`src/rtl/pc_fetch_ctrl.sv`:
```
// Instruction fetch / PC sequencing controller: issues one fetch, latches the
// returned word, waits for the datapath to commit, then computes the next PC.
module pc_fetch_ctrl #(
  parameter logic [31:0] RESET_PC = 32'h8000_0000
) (
  input  logic        clk,
  input  logic        rst,
  output logic        imem_req_valid,
  input  logic        imem_req_ready,
  output logic [31:0] imem_addr,
  input  logic        imem_resp_valid,
  input  logic [31:0] imem_resp_data,
  output logic [31:0] inst,
  output logic        inst_valid,
  input  logic        exec_done,
  input  logic [1:0]  pc_src,
  input  logic [31:0] imm,
  input  logic [31:0] rs1_val,
  input  logic        halt_req,
  output logic [31:0] pc,
  output logic        halted,
  output logic        misalign,
  output logic [31:0] retire_cnt
);

  typedef enum logic [1:0] {
    S_FETCH = 2'd0,
    S_WAIT  = 2'd1,
    S_EXEC  = 2'd2,
    S_HALT  = 2'd3
  } state_t;

  state_t      state_q, state_d;
  logic [31:0] pc_q, pc_d;
  logic [31:0] inst_q, inst_d;
  logic [31:0] retire_q, retire_d;
  logic        halted_q, halted_d;
  logic        misalign_q, misalign_d;
  logic [31:0] target;

  // jalr clears bit 0 of the target; reserved select falls back to pc+4
  always_comb begin
    target = pc_q + 32'd4;
    case (pc_src)
      2'b01:   target = pc_q + imm;
      2'b10:   target = (rs1_val + imm) & 32'hFFFF_FFFE;
      default: target = pc_q + 32'd4;
    endcase
  end

  always_comb begin
    state_d    = state_q;
    pc_d       = pc_q;
    inst_d     = inst_q;
    retire_d   = retire_q;
    halted_d   = halted_q;
    misalign_d = misalign_q;
    case (state_q)
      S_FETCH: begin
        if (imem_req_ready) state_d = S_WAIT;
      end
      S_WAIT: begin
        if (imem_resp_valid) begin
          inst_d  = imem_resp_data;
          state_d = S_EXEC;
        end
      end
      S_EXEC: begin
        if (exec_done) begin
          if (halt_req) begin
            // ebreak retires but never redirects, even to a bad target
            retire_d = retire_q + 32'd1;
            halted_d = 1'b1;
            state_d  = S_HALT;
          end else if (target[1:0] != 2'b00) begin
            halted_d   = 1'b1;
            misalign_d = 1'b1;
            state_d    = S_HALT;
          end else begin
            pc_d     = target;
            retire_d = retire_q + 32'd1;
            state_d  = S_FETCH;
          end
        end
      end
      default: state_d = S_HALT;
    endcase
  end

  always_ff @(posedge clk or posedge rst) begin
    if (rst) begin
      state_q    <= S_FETCH;
      pc_q       <= RESET_PC;
      inst_q     <= 32'd0;
      retire_q   <= 32'd0;
      halted_q   <= 1'b0;
      misalign_q <= 1'b0;
    end else begin
      state_q    <= state_d;
      pc_q       <= pc_d;
      inst_q     <= inst_d;
      retire_q   <= retire_d;
      halted_q   <= halted_d;
      misalign_q <= misalign_d;
    end
  end

  // request is masked while reset is held since state already reads FETCH
  assign imem_req_valid = (state_q == S_FETCH) && !rst;
  assign imem_addr      = pc_q;
  assign inst           = inst_q;
  assign inst_valid     = (state_q == S_EXEC);
  assign pc             = pc_q;
  assign halted         = halted_q;
  assign misalign       = misalign_q;
  assign retire_cnt     = retire_q;

endmodule

```
`config.mk`:
```
export PLATFORM = sky130hd
export DESIGN_NAME = pc_fetch_ctrl
export DESIGN_NICKNAME = d
export VERILOG_FILES = /design/src/rtl/pc_fetch_ctrl.sv
export SDC_FILE = /design/constraint.sdc
export NUM_CORES = 1
export LEC_CHECK = 0
export ABC_AREA = 1
export BUFFER_PORTS_ARGS = -buffer_cell sky130_fd_sc_hd__buf_2
export CAP_MARGIN = 0
export CORE_UTILIZATION = 40
export DETAILED_ROUTE_END_ITERATION = 8
export MAX_ROUTING_LAYER = met4
export PLACE_DENSITY = 0.76
export SETUP_SLACK_MARGIN = 0.3
export SLEW_MARGIN = 20
export SYNTH_ARGS = -nofsm -noshare
export SYNTH_HDL_FRONTEND = slang
export SYNTH_SLANG_ARGS = --single-unit
```
`constraint.sdc`:
```
create_clock -name clk -period 2.65 [get_ports clk]
set_input_delay 0 -clock clk [delete_from_list [all_inputs] [get_ports clk]]
set_output_delay 0 -clock clk [all_outputs]
set_load 0.005 [all_outputs]
```
==> impl_metrics.json, run 1 <==
{
  "timing.final.hold_violations": 0,
  "num_rows": 59,
  "ant_nets": 0,
  "clk_pin_slew_ps": 70,
  "fin_crit_sh": 0.869,
  "cts_root_buffer": "clkbuf_16",
  "drive_gt1_frac": 0.200,
  "worstSetupPathType": "register to register",
  "first_iter_violations": 837,
  "worstPathArrival_ps": 2520,
  "ys_warn_count": 0,
  "via_per_inst": 5.07,
  "tightest_slew_ps": 938,
  "use_met1": 0.331,
  "initial_core_util": 0.408,
  "rr_startpoint": "imem_addr[9]$_DFFE_PP0P_",
  "drv_slew": 0,
  "relSlewSlack": 0.374,
  "crit_top_cell": "nand2_1",
  "hold_slack_ps": 25.5,
  "place_congestion": 0.989,
  "drc_errors": 24,
  "ir_drop_mv": 0.441,
  "critPathLaunch": "imem_addr[9]$_DFFE_PP0P_",
  "ys_seq_area_frac": 0.235,
  "wire_per_inst_um": 15.4,
  "fin_skew_ps": 6.77,
  "crit_cells": 12,
  "nets": 2170,
  "antenna_found_initial": 0,
  "cts_buffer_depth": 2,
  "hpwl_mm": 29.2,
  "grt_max_degree": 43,
  "boundaryPins": 236,
  "crit_slowest_cell": "dfrtp_2",
  "critical-path-top-delay-family": "simple AND/OR/NAND/NOR gates",
  "synth_top_area_share": 0.232,
  "drv_cap": 0,
  "worstPathBufferInverterCount": 1,
  "instances_no_fill": 2339,
  "cp_cell_sequence": "ha_2 > nand2_1 > inv_1 > nand2_1 > nand2_1 > a21oi_1 > nand2_2 > or2_2 > nand3_1 > nand2_1 > nand2_1 > a21boi_0",
  "crit_path_end_kind": "register",
  "grt.total_usage": 0.267,
  "final_util": 0.499,
  "finalWorstSetupSlack_ps": 348,
  "synth_ff_type": "dfrtp_1",
  "grtUsageMet3": 0.0375,
  "total_power_mw": 10.8,
  "design.die.area_sq_mm": 0.0273,
  "synth_top_area_cell": "dfrtp_1",
  "ys_types": 49,
  "place_ws_ps": 139,
  "violations": "design-rule violations",
  "synth_area_leaders": "dfrtp_1 23%, nand2_1 22%, inv_1 11%",
  "synth_area_per_cell_sq_um": 6.12,
  "die_y_um": 165,
  "portBuffers": 235,
  "syn_area_sq_mm": 0.0107,
  "setup_viol": 0,
  "final_area_sq_mm": 0.0130,
  "period_minus_slack_ps": 2300,
  "vias": 11900,
  "rsz0062_at_grt": "no",
  "firstDrtPassIters": 7,
  "met2_usage": 0.447,
  "ys_ff_latch": 100,
  "cpPeakStageDelay_ps": 510,
  "startpoint_type": "register",
  "r2r_cells": 12,
  "grt_pass1_vias": 10700,
  "worstPathRequired_ps": 2870,
  "dp_cells": 2283,
  "dpl-instance-area_sq_mm": 0.0121,
  "r2r_setup_slack_ps": 350,
  "globalRouteOverflowTotal": 0,
  "wl_mm": 36.0,
  "power_leakage_nw": 7.36,
  "status": "complete, but fails checks",
  "postSynthNetCount": 1913,
  "netlist_instances": 1742,
  "cts_tree": "yes",
  "clock_latency_ps": 340,
  "area_delta_synth_final_pct": 22.3,
  "clock_sinks": 100,
  "n_antenna_cell": 0,
  "die_x_um": 165,
  "core_area_sq_mm": 0.0261,
  "htree_levels": 3,
  "critPathMaxFanout": 8,
  "tns_ps": 0,
  "worstSetupEndpoint": "imem_addr[15]$_DFFE_PP0P_",
  "worstReg2RegEnd": "imem_addr[15]$_DFFE_PP0P_",
  "fmaxAchievable_ghz": 0.434,
  "synthArstFlopShare": 1.00,
  "cellPowerDensity_mw_per_mm2": 827,
  "grt_pass1_wl_mm": 55.1,
  "busiest_layer": "met2",
  "cts_buffers": 9,
  "hold_path.class": "input pin to register",
  "synth_edf_count": 0
}
worst min-delay path by stage:
stage               slack (ps)  cells after the start                   end          startpoint
global placement           230                      2  inst[28]$_DFFE_PP0P_  imem_resp_data[28]
finish                      30                      3  misalign$_DFFE_PP0P_            halt_req
detailed placement         240                      2  inst[29]$_DFFE_PP0P_  imem_resp_data[29]
global route                20                      3  misalign$_DFFE_PP0P_            halt_req
floorplan                   30                      1        imem_req_valid                 rst
CTS                        0.5                      3  misalign$_DFFE_PP0P_            halt_req
logic make-up after synthesis:
family,synth area share
DFF,0.235
and+or+nand+nor,0.382
AOI/OAI and AO/OA,0.0782
xor gates and xnor gates,0.0501
muxes,0.0338
buffers and inverters,0.141
adders and majority gates,0.0800
cell usage after synthesis, types with 5 or more instances:
cell and n:
buf_4 35, xor2_1 42, clkbuf_1 7, nand3b_1 7, or2_2 12, nand4_1 29
nand3_1 111, nor2_2 5, inv_1 300, buf_1 5, ha_1 65, mux2_2 32
nor3_1 29, nand2_1 614, xnor2_1 19, buf_2 6, a21boi_1 5, o21ai_0 43
nor2_1 140, dfrtp_1 99, a21oi_1 78
repair_timing:
action                                 in CTS  in global routing
pin swaps                                   0                  2
resized for setup                           8                 55
setup buffers                               1                  4
endpoints found under the hold margin      73                  0
setup endpoints to repair                  41                 42
hold buffers                               35                  0
flip-flops by register name, indices dropped and copies added, names as in the netlist:
name	cells
inst	32
misalign	1
state_q	2
imem_addr	32
halted	1
retire_cnt	32
worst register-to-register path, delay by kind of cell, from the launching register on:
| family | cells | cell delay [ps] |
|---|---|---|
| compound gates | 2 | 320 |
| fa+ha+maj | 1 | 350 |
| buf+inv | 1 | 70 |
| flops | 1 | 510 |
| simple gates | 8 | 940 |
placed cells by master, fill, tap and decap left out, types with 5 or more instances in the layout:
cell,synthesis,layout
a21boi_1,5,5
a21oi_1,78,77
buf_2,6,235
buf_4,35,27
clkbuf_16,0,9
dfrtp_1,99,88
dfrtp_2,0,11
dlygate4sd3_1,0,35
ha_1,65,50
ha_2,0,10
ha_4,0,5
inv_1,300,299
mux2_2,32,32
nand2_1,614,605
nand2_2,3,12
nand3_1,111,109
nand3b_1,7,7
nand4_1,29,29
nor2_1,140,133
nor2_2,5,11
nor3_1,29,28
o21ai_0,43,41
or2_2,12,12
xnor2_1,19,19
xor2_1,42,42
power breakdown:
| part | leakage [nW] | internal (mW) | switching [mW] | total [mW] |
|---|---|---|---|---|
| Clock | 0.146 | 0.750 | 0.618 | 1.37 |
| Combinational | 6.00 | 2.67 | 3.83 | 6.50 |
| Sequential | 1.21 | 2.15 | 0.761 | 2.91 |
| Total | 7.36 | 5.57 | 5.21 | 10.8 |
routing by layer:
metal	up-vias	routed length, um
met5	-	0
met3	73	2640
li1	5920	-
met4	0	1230
met2	472	17000
met1	5386	15200
area by class of cell:
| class | count | area, sq um |
|---|---|---|
| Sequential cell | 100 | 2520 |
| Tap cell | 335 | 419 |
| Inverter | 304 | 1160 |
| Timing Repair Buffer | 301 | 1810 |
| Clock inverter | 7 | 85.1 |
| Multi-Input combinational cell | 1283 | 6830 |
| Clock buffer | 9 | 225 |
| Fill cell | 2704 | 13100 |
No activity file was read; power rests on OpenSTA's default activity.
==> inputs of run 2 (changes only) <==
Settings changed: BUFFER_PORTS_ARGS -buffer_cell sky130_fd_sc_hd__buf_2 to -buffer_cell sky130_fd_sc_hd__buf_4.
==> impl_metrics.json, run 2 (synthesized netlist as in run 1, its figures left out) <==
{
  "status": "complete, but fails checks",
  "violations": "design-rule violations",
  "antenna_found_initial": 0,
  "worstSetupPathType": "register to register",
  "period_minus_slack_ps": 2300,
  "design.die.area_sq_mm": 0.0273,
  "min_from": "imem_req_ready",
  "area_delta_synth_final_pct": 28.9,
  "crit_path_end_kind": "register",
  "initial_core_util": 0.408,
  "timing.final.hold_violations": 0,
  "via_per_inst": 5.08,
  "die_y_um": 165,
  "grt_pass1_wl_mm": 56.0,
  "first_iter_violations": 992,
  "clock_power_share": 0.117,
  "comb_power_share": 0.627,
  "portBuffers": 235,
  "wl_mm": 37.1,
  "n_fill_cell": 2597,
  "mostFrequentLayoutCell": "nand2_1",
  "grt.total_usage": 0.271,
  "ant_nets": 0,
  "place_congestion": 0.974,
  "relSlewSlack": 0.538,
  "drv_slew": 0,
  "htree_levels": 3,
  "hpwl_mm": 29.6,
  "drive_gt1_frac": 0.199,
  "firstDrtPassIters": 8,
  "globalRouteOverflowTotal": 0,
  "startpoint_type": "register",
  "n_antenna_cell": 0,
  "cts_tree": "yes",
  "cellPowerDensity_mw_per_mm2": 824,
  "die_x_um": 165,
  "clock_latency_ps": 340,
  "clock_sinks": 100,
  "worstPathArrival_ps": 2520,
  "cts_buffers": 9,
  "final_cell_mix": "610 x nand2_1, 299 x inv_1, 273 x buf_4, 136 x nor2_1, 110 x nand3_1",
  "worstReg2RegEnd": "imem_addr[11]$_DFFE_PP0P_",
  "r2r_cells": 15,
  "p_sw_mw": 5.27,
  "vias": 11900,
  "rsz0062_at_grt": "yes",
  "power_leakage_nw": 7.61,
  "num_rows": 59,
  "core_area_sq_mm": 0.0261,
  "drv_cap": 0,
  "clk_pin_slew_ps": 70,
  "grt_pass1_vias": 11000,
  "nets": 2184,
  "cell_internal_pwr_mw": 6.07,
  "p_sw_frac": 0.465,
  "setup_viol": 0,
  "cts_buffer_depth": 2,
  "critPathMaxFanout": 5,
  "fin_crit_sh": 0.869,
  "ir_drop_mv": 0.531,
  "regArea_sq_mm": 0.00251,
  "final_util": 0.526,
  "r2r_setup_slack_ps": 350,
  "fin_skew_ps": 6.90,
  "worstPathRequired_ps": 2870,
  "seqPwrFrac": 0.256,
  "tightest_slew_ps": 692,
  "grt_max_degree": 36,
  "fmaxAchievable_ghz": 0.434,
  "wire_per_inst_um": 15.7,
  "boundaryPins": 236,
  "drc_errors": 24,
  "cts_root_buffer": "clkbuf_16",
  "multiInputGateArea_sq_mm": 0.00686,
  "min_to": "state_q[0]$_DFFE_PP0P_",
  "hold_path.class": "input pin to register",
  "tns_ps": 0,
  "rr_startpoint": "imem_addr[5]$_DFFE_PP0P_",
  "holdPathStages": 4
}
## run 2: cell types whose count changed in the layout (fill, tap and decap cells not counted), sizes merged
cell	change
nand2	+1
buf	+9
dlygate4sd3	+1
clkbuf	+3
clkinv	+3
clkinvlp	-1
inv	-2
## run 2: routing by layer
metal,track usage,part of all wire,routed length (um)
met1,0.344,0.43,15900
met2,0.443,0.47,17500
met3,0.0312,0.064,2390
met4,0.0992,0.034,1270
met5,-,0,0
## run 2: how the worst max path moves through the flow
| stage | startpoint | to | slack, ps | cells past startpoint |
|---|---|---|---|---|
| CTS | imem_addr[0]$_DFFE_PP0P_ | imem_addr[22]$_DFFE_PP0P_ | 260 | 15 |
| global route | imem_addr[5]$_DFFE_PP0P_ | imem_addr[11]$_DFFE_PP0P_ | 240 | 15 |
| finish | imem_addr[5]$_DFFE_PP0P_ | imem_addr[11]$_DFFE_PP0P_ | 350 | 15 |
| floorplan | imem_addr[0]$_DFFE_PP0P_ | retire_cnt[2]$_DFFE_PP0P_ | 470 | 11 |
| global placement | imem_addr[0]$_DFFE_PP0P_ | imem_addr[17]$_DFFE_PP0P_ | 210 | 11 |
| detailed placement | imem_addr[0]$_DFFE_PP0P_ | imem_addr[22]$_DFFE_PP0P_ | 140 | 11 |
## run 2: metrics by stage
| stage | cell area, sq um | setup WS (ps) | power (mW) | cells | hold WS, ps |
|---|---|---|---|---|---|
| after floorplan | 10700 | 474 | 6.85 | 1742 | 30.0 |
| after global placement | 12700 | 208 | 9.38 | 2288 | 138 |
| after detailed placement | 12700 | 140 | 9.53 | 2288 | 143 |
| after CTS | 13400 | 263 | 10.9 | 2340 | 134 |
| after global routing | 13800 | 243 | 12.2 | 2353 | 169 |
| final | 13800 | 348 | 11.3 | 2353 | 125 |
## run 2: power groups by stage
stage	combinational, mW	sequential, mW	clock (mW)
5_1_grt	7.87	2.97	1.40
6_report	7.11	2.91	1.32
3_3_place_gp	6.53	2.85	0
2_1_floorplan	4.04	2.81	0
4_1_cts	6.74	2.86	1.34
3_5_place_dp	6.66	2.87	0
## run 2: cell type report
type | count | share of cell area
clock buffer | 10 | 0.0166
clock inverter | 6 | 0.00473
inverter | 304 | 0.0843
multi-input combinational | 1284 | 0.499
sequential | 100 | 0.183
tap | 335 | 0.0305
timing repair buffer | 313 | 0.181
timing repair inverter | 1 | 0.000637
## run 2: repair_timing
| action | 4_1_cts | 5_1_grt |
|---|---|---|
| gates resized for setup | 7 | 43 |
| setup endpoints to repair | 22 | 48 |
| setup buffers | 0 | 9 |
| cloned | 0 | 4 |
| endpoints found under the hold margin | 59 | 0 |
| hold buffers | 36 | 0 |
| pin swaps | 0 | 4 |
## run 2: critical path, stage by stage (launching register included)
cell,delay (ps)
dfrtp_1,410
ha_1,360
nand2_1,160
inv_1,60
a21oi_1,170
nand2_2,120
nand2_1,80
nand2_1,150
nor2_1,150
nor2_1,50
nand2_1,70
nand2_1,80
nand2_1,70
nand2_1,60
nand2_1,60
o21ai_0,100
==> inputs of run 3 (changes only) <==
Settings changed: ABC_AREA 1 to default, PLACE_DENSITY 0.76 to 0.78, REMOVE_ABC_BUFFERS from default to 1.
==> impl_metrics.json, run 3 <==
{
  "die_x_um": 147,
  "crit_top_cell": "buf_4",
  "initial_core_util": 0.411,
  "synth_edf_count": 0,
  "worstPathRequired_ps": 2890,
  "relSlewSlack": 0.589,
  "globalRouteOverflowTotal": 0,
  "worstPathArrival_ps": 3130,
  "min_from": "imem_req_ready",
  "design.die.area_sq_mm": 0.0215,
  "synth_top_area_cell": "dfrtp_1",
  "startpoint_type": "register",
  "tns_ps": -1380,
  "nets": 1541,
  "crit_slowest_cell": "dfrtp_1",
  "core_area_sq_mm": 0.0204,
  "cts_tree": "yes",
  "clock_latency_ps": 350,
  "final_cell_mix": "378 x buf_4, 98 x dfrtp_1, 79 x nand2_1, 74 x a21oi_1, 68 x nor2_1",
  "ys_types": 69,
  "syn_area_sq_mm": 0.00838,
  "drv_slew": 0,
  "r2r_cells": 12,
  "yosysMostFrequentCell": "dfrtp_1",
  "vias": 9390,
  "timing.final.hold_violations": 0,
  "worstSetupPathType": "register to register",
  "rsz0062_at_grt": "yes",
  "grt_pass1_wl_mm": 46.0,
  "synth_ff_type": "dfrtp_1",
  "antenna_found_initial": 0,
  "ir_drop_mv": 0.408,
  "finalWorstSetupSlack_ps": -232,
  "critPathLaunch": "imem_addr[7]$_DFFE_PP0P_",
  "cts_root_buffer": "clkbuf_16",
  "final_util": 0.645,
  "ys_warn_count": 0,
  "drive_gt1_frac": 0.434,
  "cts_buffer_depth": 2,
  "portBuffers": 235,
  "multiInputGateArea_sq_mm": 0.00629,
  "ys_ff_latch": 100,
  "hpwl_mm": 21.7,
  "holdPathStages": 5,
  "synth_area_leaders": "dfrtp_1 30%, ha_1 9.7%, a21oi_1 5.1%",
  "hold_path.class": "input pin to register",
  "violations": "negative setup slack",
  "power_leakage_nw": 6.43,
  "firstDrtPassIters": 7,
  "period_minus_slack_ps": 2880,
  "status": "complete, but fails checks",
  "area_delta_synth_final_pct": 56.9,
  "grt_max_degree": 60,
  "synthArstFlopShare": 1.00,
  "cp_cell_sequence": "ha_1 > nand3_2 > nor3b_2 > a221oi_2 > buf_4 > o211ai_1 > and2_4 > a41oi_4 > buf_4 > buf_6 > o2111a_1 > a211o_1",
  "netlist_instances": 978,
  "dp_cells": 1568,
  "n_fill_cell": 1568,
  "setup_viol": 13,
  "fin_crit_sh": 1.09,
  "boundaryPins": 236,
  "clock_sinks": 100,
  "cts_buffers": 9,
  "rr_startpoint": "imem_addr[7]$_DFFE_PP0P_",
  "htree_levels": 3,
  "num_rows": 52,
  "mostFrequentLayoutCell": "buf_4",
  "drc_errors": 0,
  "first_iter_violations": 651,
  "die_y_um": 147,
  "synth_area_per_cell_sq_um": 8.56,
  "n_antenna_cell": 0,
  "instances_no_fill": 1645,
  "ant_nets": 0,
  "via_per_inst": 5.71,
  "wire_per_inst_um": 19.0,
  "place_congestion": 1.03,
  "clk_pin_slew_ps": 80,
  "grt_pass1_vias": 8975,
  "grt.total_usage": 0.276,
  "cpPeakStageDelay_ps": 390,
  "fmaxAchievable_ghz": 0.347,
  "ys_seq_area_frac": 0.299,
  "cellPowerDensity_mw_per_mm2": 619,
  "crit_path_end_kind": "register",
  "synthTopCellsByCount": "99 x dfrtp_1, 90 x nand2_1, 86 x a21oi_1",
  "fin_skew_ps": 16.0,
  "critPathMaxFanout": 3,
  "place_ws_ps": -455,
  "regArea_sq_mm": 0.00250,
  "tightest_slew_ps": 616,
  "wl_mm": 31.3,
  "drv_cap": 0,
  "synth_top_area_share": 0.296
}
-- run 3: cell count changes after synthesis, moves of 23 or more --
| cell | before | now |
|---|---|---|
| xnor2_1 | 19 | 48 |
| a21o_1 | 2 | 34 |
| inv_1 | 300 | 25 |
| nor2_1 | 140 | 81 |
| clkbuf_1 | 7 | 30 |
| nand2_1 | 614 | 90 |
| nand3_1 | 111 | 29 |
-- run 3: what timing repair did --
action	in CTS	in global routing
hold buffers	37	0
buffers inserted	12	11
gates resized for setup	122	85
endpoints found under the setup margin	59	52
pin swaps	67	58
endpoints found under the hold margin	76	0
gates cloned	1	0
-- run 3: final timing paths --
| kind | to | slack [ps] |
|---|---|---|
| worst max-delay path | imem_addr[30]$_DFFE_PP0P_ | -230 |
| worst min-delay path | state_q[0]$_DFFE_PP0P_ | 60 |
| worst max register to register | imem_addr[30]$_DFFE_PP0P_ | -230 |
| worst min register to register | misalign$_DFFE_PP0P_ | 470 |
| max in group asynchronous | retire_cnt[16]$_DFFE_PP0P_ | 1610 |
| min in group asynchronous | misalign$_DFFE_PP0P_ | 310 |
-- run 3: kinds of logic (layout without fill, tap and decap cells) --
logic type                 after synthesis  in the layout  synth area share
AOI/OAI and AO/OA                      282            282             0.219
DFF                                    100            100             0.299
muxes                                   39             39            0.0520
buffers and inverters                   90            487            0.0548
adders and majority gates               67             67             0.102
xor gates and xnor gates                77             77            0.0805
and+or+nand+nor                        323            323             0.192
-- run 3: final cells by class --
| class | instances | share of cell area |
|---|---|---|
| Multi-Input combinational cell | 788 | 0.479 |
| Timing Repair Buffer | 446 | 0.273 |
| Sequential cell | 100 | 0.191 |
| Tap cell | 270 | 0.0257 |
| Clock buffer | 9 | 0.0171 |
| Inverter | 25 | 0.00733 |
| Clock inverter | 7 | 0.00714 |
-- run 3: critical path: cells and delay by family, from the launching register on --
kind	cells	cell delay, ps
adders and majority gates	1	340
buffers and inverters	3	410
and+or+nand+nor	3	640
DFF	1	390
AOI/OAI and AO/OA	5	980
-- run 3: power by group --
part / internal (mW) / switching, mW / total, mW
clock: 0.761 / 0.674 / 1.43
combinational: 2.34 / 2.10 / 4.44
sequential: 1.92 / 0.338 / 2.26
-- run 3: metal layers --
| layer | GRT usage | wire (um) | vias to the layer above |
|---|---|---|---|
| li1 | - | - | 4362 |
| met1 | 0.340 | 12900 | 4499 |
| met2 | 0.468 | 15400 | 448 |
| met3 | 0.0366 | 1950 | 81 |
| met4 | 0.0859 | 928 | 0 |
| met5 | - | 0 | - |
-- run 3: metrics by stage --
stage	hold WS [ps]	cell area [sq um]	total power [mW]
after detailed placement	132	11300	5.97
after CTS	40.7	12600	7.73
after floorplan	30.0	8010	4.00
final	61.0	13100	8.13
after global placement	124	11300	5.89
after global routing	81.3	13100	8.54
